**src/rtl/dds_pkg.sv**
```systemverilog
// Shared constants and types for the DDS waveform source and its lookup ROMs.
package dds_pkg;

  localparam int         LUT_ADDR_W = 8;
  localparam logic [7:0] MIDSCALE   = 8'h80;

  typedef enum logic [1:0] {
    WAVE_SAW = 2'd0,
    WAVE_TRI = 2'd1,
    WAVE_SQR = 2'd2,
    WAVE_SIN = 2'd3
  } wave_sel_t;

endpackage

```
**src/rtl/sine_qlut.sv**
```systemverilog
// Quarter-wave sine ROM: q[i] = round(127 * sin(pi/2 * i/64)), combinational.
module sine_qlut (
  input  logic [5:0] addr,
  output logic [6:0] q
);

  always_comb begin
    q = 7'd0;
    case (addr)
      6'd0:  q = 7'd0;    6'd1:  q = 7'd3;    6'd2:  q = 7'd6;    6'd3:  q = 7'd9;
      6'd4:  q = 7'd12;   6'd5:  q = 7'd16;   6'd6:  q = 7'd19;   6'd7:  q = 7'd22;
      6'd8:  q = 7'd25;   6'd9:  q = 7'd28;   6'd10: q = 7'd31;   6'd11: q = 7'd34;
      6'd12: q = 7'd37;   6'd13: q = 7'd40;   6'd14: q = 7'd43;   6'd15: q = 7'd46;
      6'd16: q = 7'd49;   6'd17: q = 7'd51;   6'd18: q = 7'd54;   6'd19: q = 7'd57;
      6'd20: q = 7'd60;   6'd21: q = 7'd63;   6'd22: q = 7'd65;   6'd23: q = 7'd68;
      6'd24: q = 7'd71;   6'd25: q = 7'd73;   6'd26: q = 7'd76;   6'd27: q = 7'd78;
      6'd28: q = 7'd81;   6'd29: q = 7'd83;   6'd30: q = 7'd85;   6'd31: q = 7'd88;
      6'd32: q = 7'd90;   6'd33: q = 7'd92;   6'd34: q = 7'd94;   6'd35: q = 7'd96;
      6'd36: q = 7'd98;   6'd37: q = 7'd100;  6'd38: q = 7'd102;  6'd39: q = 7'd104;
      6'd40: q = 7'd106;  6'd41: q = 7'd107;  6'd42: q = 7'd109;  6'd43: q = 7'd111;
      6'd44: q = 7'd112;  6'd45: q = 7'd113;  6'd46: q = 7'd115;  6'd47: q = 7'd116;
      6'd48: q = 7'd117;  6'd49: q = 7'd118;  6'd50: q = 7'd120;  6'd51: q = 7'd121;
      6'd52: q = 7'd122;  6'd53: q = 7'd122;  6'd54: q = 7'd123;  6'd55: q = 7'd124;
      6'd56: q = 7'd125;  6'd57: q = 7'd125;  6'd58: q = 7'd126;  6'd59: q = 7'd126;
      6'd60: q = 7'd126;  6'd61: q = 7'd127;  6'd62: q = 7'd127;  6'd63: q = 7'd127;
      default: q = 7'd0;
    endcase
  end

endmodule

```
**src/rtl/dds_wave_gen.sv**
```systemverilog
// DDS waveform source: phase accumulator plus saw/triangle/square/sine mapping,
// two-stage pipeline from the Sample_En tick to DA_Data/Data_Valid.
module dds_wave_gen
  import dds_pkg::*;
#(
  parameter int                 PHASE_W = 24,
  parameter logic [PHASE_W-1:0] FTW_RST = PHASE_W'(24'h010000)
) (
  input  logic               CLK,
  input  logic               RSTn,
  input  logic               Sample_En,
  input  logic [PHASE_W-1:0] FTW_In,
  input  logic               FTW_Load,
  input  logic [1:0]         Wave_Sel,
  output logic [7:0]         DA_Data,
  output logic               Data_Valid,
  output logic               Phase_Wrap
);

  logic [PHASE_W-1:0]    ftw_shadow;
  logic [PHASE_W-1:0]    ftw_eff;
  logic [PHASE_W-1:0]    phase_p1;
  logic                  carry_p1;
  wave_sel_t             wave_p1;
  logic                  vld_p1;
  logic [LUT_ADDR_W-1:0] lut_a;
  logic [5:0]            q_addr;
  logic [6:0]            q_val;
  logic [7:0]            data_p2;
  logic                  vld_p2;
  logic                  wrap_p2;

  function automatic logic [7:0] wave_map(input wave_sel_t w, input logic [7:0] a,
                                          input logic [6:0] q);
    case (w)
      WAVE_SAW: return a;
      WAVE_TRI: return a[7] ? ~{a[6:0], 1'b0} : {a[6:0], 1'b0};
      WAVE_SQR: return a[7] ? 8'h00 : 8'hFF;
      default:  return a[7] ? (8'd127 - {1'b0, q}) : (8'd128 + {1'b0, q});
    endcase
  endfunction

  // The shadow is copied to the active word on every tick, so the add can use
  // the post-copy value directly; a coincident load bypasses the shadow.
  assign ftw_eff = FTW_Load ? FTW_In : ftw_shadow;

  assign lut_a  = phase_p1[PHASE_W-1 -: LUT_ADDR_W];
  assign q_addr = lut_a[6] ? ~lut_a[5:0] : lut_a[5:0];

  sine_qlut u_qlut (
    .addr (q_addr),
    .q    (q_val)
  );

  always_ff @(posedge CLK or negedge RSTn) begin
    if (!RSTn) begin
      ftw_shadow <= FTW_RST;
      phase_p1   <= '0;
      carry_p1   <= 1'b0;
      wave_p1    <= WAVE_SAW;
      vld_p1     <= 1'b0;
      data_p2    <= MIDSCALE;
      vld_p2     <= 1'b0;
      wrap_p2    <= 1'b0;
    end else begin
      if (FTW_Load) ftw_shadow <= FTW_In;
      // stage 1: accumulate and latch the waveform selection
      if (Sample_En) begin
        {carry_p1, phase_p1} <= {1'b0, phase_p1} + {1'b0, ftw_eff};
        wave_p1              <= wave_sel_t'(Wave_Sel);
      end
      vld_p1 <= Sample_En;
      // stage 2: map updated phase to the output sample
      if (vld_p1) data_p2 <= wave_map(wave_p1, lut_a, q_val);
      vld_p2  <= vld_p1;
      wrap_p2 <= vld_p1 & carry_p1;
    end
  end

  assign DA_Data    = data_p2;
  assign Data_Valid = vld_p2;
  assign Phase_Wrap = wrap_p2;

endmodule

```
**config.mk**
```make
export PLATFORM = sky130hd
export DESIGN_NAME = dds_wave_gen
export DESIGN_NICKNAME = d
export VERILOG_FILES = /design/src/rtl/dds_pkg.sv /design/src/rtl/sine_qlut.sv /design/src/rtl/dds_wave_gen.sv
export SDC_FILE = /design/constraint.sdc
export NUM_CORES = 1
export LEC_CHECK = 0
export ABC_AREA = 1
export CAP_MARGIN = 20
export CELL_PAD_IN_SITES_DETAIL_PLACEMENT = 1
export CELL_PAD_IN_SITES_GLOBAL_PLACEMENT = 1
export CORE_ASPECT_RATIO = 0.9
export CORE_MARGIN = 2
export CORE_UTILIZATION = 43
export DETAILED_ROUTE_END_ITERATION = 8
export MAX_ROUTING_LAYER = met4
export PLACE_DENSITY_LB_ADDON = 0.15
export SLEW_MARGIN = 20
export SYNTH_ARGS = -nofsm -noshare
export SYNTH_HDL_FRONTEND = slang
export SYNTH_HIERARCHICAL = 1
export SYNTH_SLANG_ARGS = --single-unit
```
**constraint.sdc**
```tcl
create_clock -name CLK -period 2.6 [get_ports CLK]
set_input_delay 0.52 -clock CLK [delete_from_list [all_inputs] [get_ports CLK]]
set_output_delay 0.52 -clock CLK [all_outputs]
set_load 0.005 [all_outputs]
```
==> results of run 1 <==
report_power, final:
group,switching [W],internal [W]
registers,0.000290,0.00127
logic,0.00412,0.00262
clock network,0.000481,0.000742
flip-flops by register name, summed over array words and instances (netlist names):
signal and flops:
vld_p1 1, phase_p1 24, Phase_Wrap 1, wave_p1 2
DA_Data 8, ftw_shadow 24, Data_Valid 1, carry_p1 1
placed cells by master (no fill, tap or decap), types with 4 or more instances in the layout:
cell / instances
xnor2_1: 8
clkdlybuf4s50_1: 37
a21oi_2: 4
xor2_1: 13
ha_4: 4
nand2_1: 260
nand3_2: 6
nand4_1: 6
nor2_2: 8
a21oi_1: 32
nor3_1: 6
nor2_1: 34
clkbuf_16: 9
inv_2: 5
nand3b_1: 5
inv_1: 88
o21ai_0: 25
nand3_1: 45
or2_1: 4
mux2_2: 24
nand2_2: 13
buf_4: 44
ha_1: 25
dfrtp_1: 60
worst reg2reg max path, stage by stage (launching register included):
cell and delay, ns:
dfrtp_1 0.44, xor2_1 0.25, inv_1 0.19, ha_1 0.42, inv_1 0.10, nand2_1 0.08, nand3_1 0.07, nand3_1 0.09
nand2_1 0.05, nand2_1 0.05, nand2_1 0.12, a21oi_1 0.18, o21ai_0 0.10, a31oi_1 0.17
through the flow:
stage	TNS, ns	worst slack [ns]	power [W]
6_report	0	0.0894	0.00953
5_1_grt	-0.00335	-0.00335	0.0105
4_1_cts	0	0.0512	0.00938
3_5_place_dp	-9.80	-0.505	0.00806
3_3_place_gp	-8.26	-0.435	0.00780
2_1_floorplan	0	0.0238	0.00603
synth_stat cells (all sizes together) (6+ instances only):
cell / count
o21ai: 28
buf: 14
nand4: 6
dfrtp: 60
xnor2: 8
nor3: 6
ha: 32
nand3b: 7
xor2: 14
mux2: 24
a21oi: 37
nor2: 45
nand3: 51
nand2: 277
clkbuf: 6
inv: 94
final timing paths:
| path | start | endpoint | slack (ns) | cells after the start |
|---|---|---|---|---|
| min in group CLK | carry_p1 | Phase_Wrap | 0.48 | 2 |
| max in group asynchronous | RSTn | DA_Data[7] | 1.87 | 2 |
| worst min-delay path | RSTn | ftw_shadow[1] | 0.05 | 1 |
| worst max-delay path | FTW_In[0] | phase_p1[16] | 0.09 | 13 |
| worst max register to register | phase_p1[22] | DA_Data[0] | 0.21 | 13 |
| worst min register to register | carry_p1 | Phase_Wrap | 0.48 | 2 |
layer usage:
layer,vias to the layer above,wire length (um),global-route usage
met3,16,762,0.0636
met1,2447,7770,0.360
li1,2448,-,-
met4,0,187,0.0604
met2,88,7910,0.460
met5,-,0,-
cell families after synthesis:
| family | Yosys count | share of synthesized area |
|---|---|---|
| AO/OA/AOI/OAI | 70 | 0.0756 |
| XOR/XNOR | 22 | 0.0377 |
| flip-flops | 62 | 0.304 |
| adder cells (fa/ha/maj) | 33 | 0.0822 |
| AND/OR/NAND/NOR | 400 | 0.349 |
| multiplexers | 24 | 0.0528 |
| buffers and inverters | 115 | 0.0990 |
area by class of cell:
type                       count  area [um^2]  share of cell area
clock buffer                   9          225              0.0354
tap                          156          195              0.0307
inverter                      95          359              0.0565
sequential                    62         1550               0.244
clock inverter                 7         72.6              0.0114
multi-input combinational    549         3150               0.495
timing repair buffer          87          803               0.126
timing repair:
item / CTS / global route
gates cloned: 1 / 0
gates resized for setup: 3 / 19
setup endpoints to repair: 21 / 15
==> out/metrics.cfg, run 1 <==
[run_status]
status=completed

[place]
routabilityCongestion=0.916
port_buffers=39
dp_cells=948
place_area_mm2=0.00594
dp_hpwl_mm=12.5

[cells_and_area]
instances_no_fill=965
fin_area_mm2=0.00636
drive_above_1_share=0.187
final_util=0.552
area_growth_pct=24.2
n_antenna_cell=0
final_nets=867
n_fill_cell=1494

[pwr]
cellPowerDensity_mw_per_mm2=1500
p_leak_nw=3.30
irDropWorstVdd_mv=0.836

[timing]
worst_slew_pin_slew_ns=0.426
fin_worst_skew_ns=0.00873
maxSlewHeadroom=0.715
finalSetupViolations=0
finalCritPeriodShare=0.966
final.min_clock_period_ns=2.51
max_clock_freq_ghz=0.398
hold_viol=0
maxSlewViolCount=0
hold_ws_ns=0.0451

[logic_synthesis]
syn_area_mm2=0.00512
synth_area_leaders=dfrtp_1, nand2_1, ha_1
synth_top_area_cell=dfrtp_1
async_flop_share=1.00
synthesis.nets=789
syn_inst=726
synth.distinct_cells=44
synth_top_area_share=0.293
ys_warn_count=6
yosys_register_bits=62
synth_edf_count=0
synth_area_per_cell_um2=7.05
synth_ff_type=dfrtp_1
synth-seq-area-share=0.304

[die]
dieArea_mm2=0.0128
initial_utilization=0.444
die_w_um=119
coreArea_mm2=0.0115
die_h_um=107
ios=40
rows=37

[clock_tree]
cts_num_sinks=62
cts_setup_buffers=0
cts_buffers=9
clk_latency_ns=0.35
cts_buffer_depth=2
cts-root-buf=clkbuf_16
path_clk_slew_ns=0.06
postCtsHoldBufs=0
cts_tree=yes
cts_htree_levels=3

[setup_path]
cp_top_family=simple AND/OR/NAND/NOR gates
crit_path_frequent_cell=nand2_1
slowest_delay_ns=0.42
cp-start-kind=input pin
crit_fanout=3
cpMaxStageDelayCell=clkdlybuf4s50_1
path_buf_inv=1
critPathCaptureType=flop
path_cells=clkdlybuf4s50_1 -> mux2_2 -> ha_1 -> fa_2 -> nand2_1 -> nand2_1 -> and2_4 -> nand2_1 -> nand2_2 -> nand2_1 -> nand3b_1 -> nand3_1 -> nand2_1
worstPathRequired_ns=2.83
critPathArrivalTime_ns=2.75
path_class=input pin to flop

[drt]
dr.pass1.iters=4
wl_per_cell_um=17.2
drt_iter0_drc=227
routed_wl_mm=16.6
dr_total_vias=4999
vias_per_cell=5.18
ant_nets=0
drc=0

[worst_hold_path]
hold_path.class=input pin to asynchronous set/reset pin

[global_routing]
grt_pass1_vias=5383
grt_pass1_wl_mm=27.1
antenna_found_initial=0
grtUsageTotal=0.282
grt_max_degree=31
grt_overflow_total=0

[run]
cap_violations=0

(Power assumes the default switching activity.)
==> inputs of run 2 (changes only) <==
--- a/config.mk
+++ b/config.mk
@@ -15,7 +15,6 @@
 export DETAILED_ROUTE_END_ITERATION = 8
 export MAX_ROUTING_LAYER = met4
 export PLACE_DENSITY_LB_ADDON = 0.15
-export SLEW_MARGIN = 20
 export SYNTH_ARGS = -nofsm -noshare
 export SYNTH_HDL_FRONTEND = slang
 export SYNTH_HIERARCHICAL = 1
==> results of run 2 <==
Same layout as run 1: the final DEF is identical, and so are final timing and power.
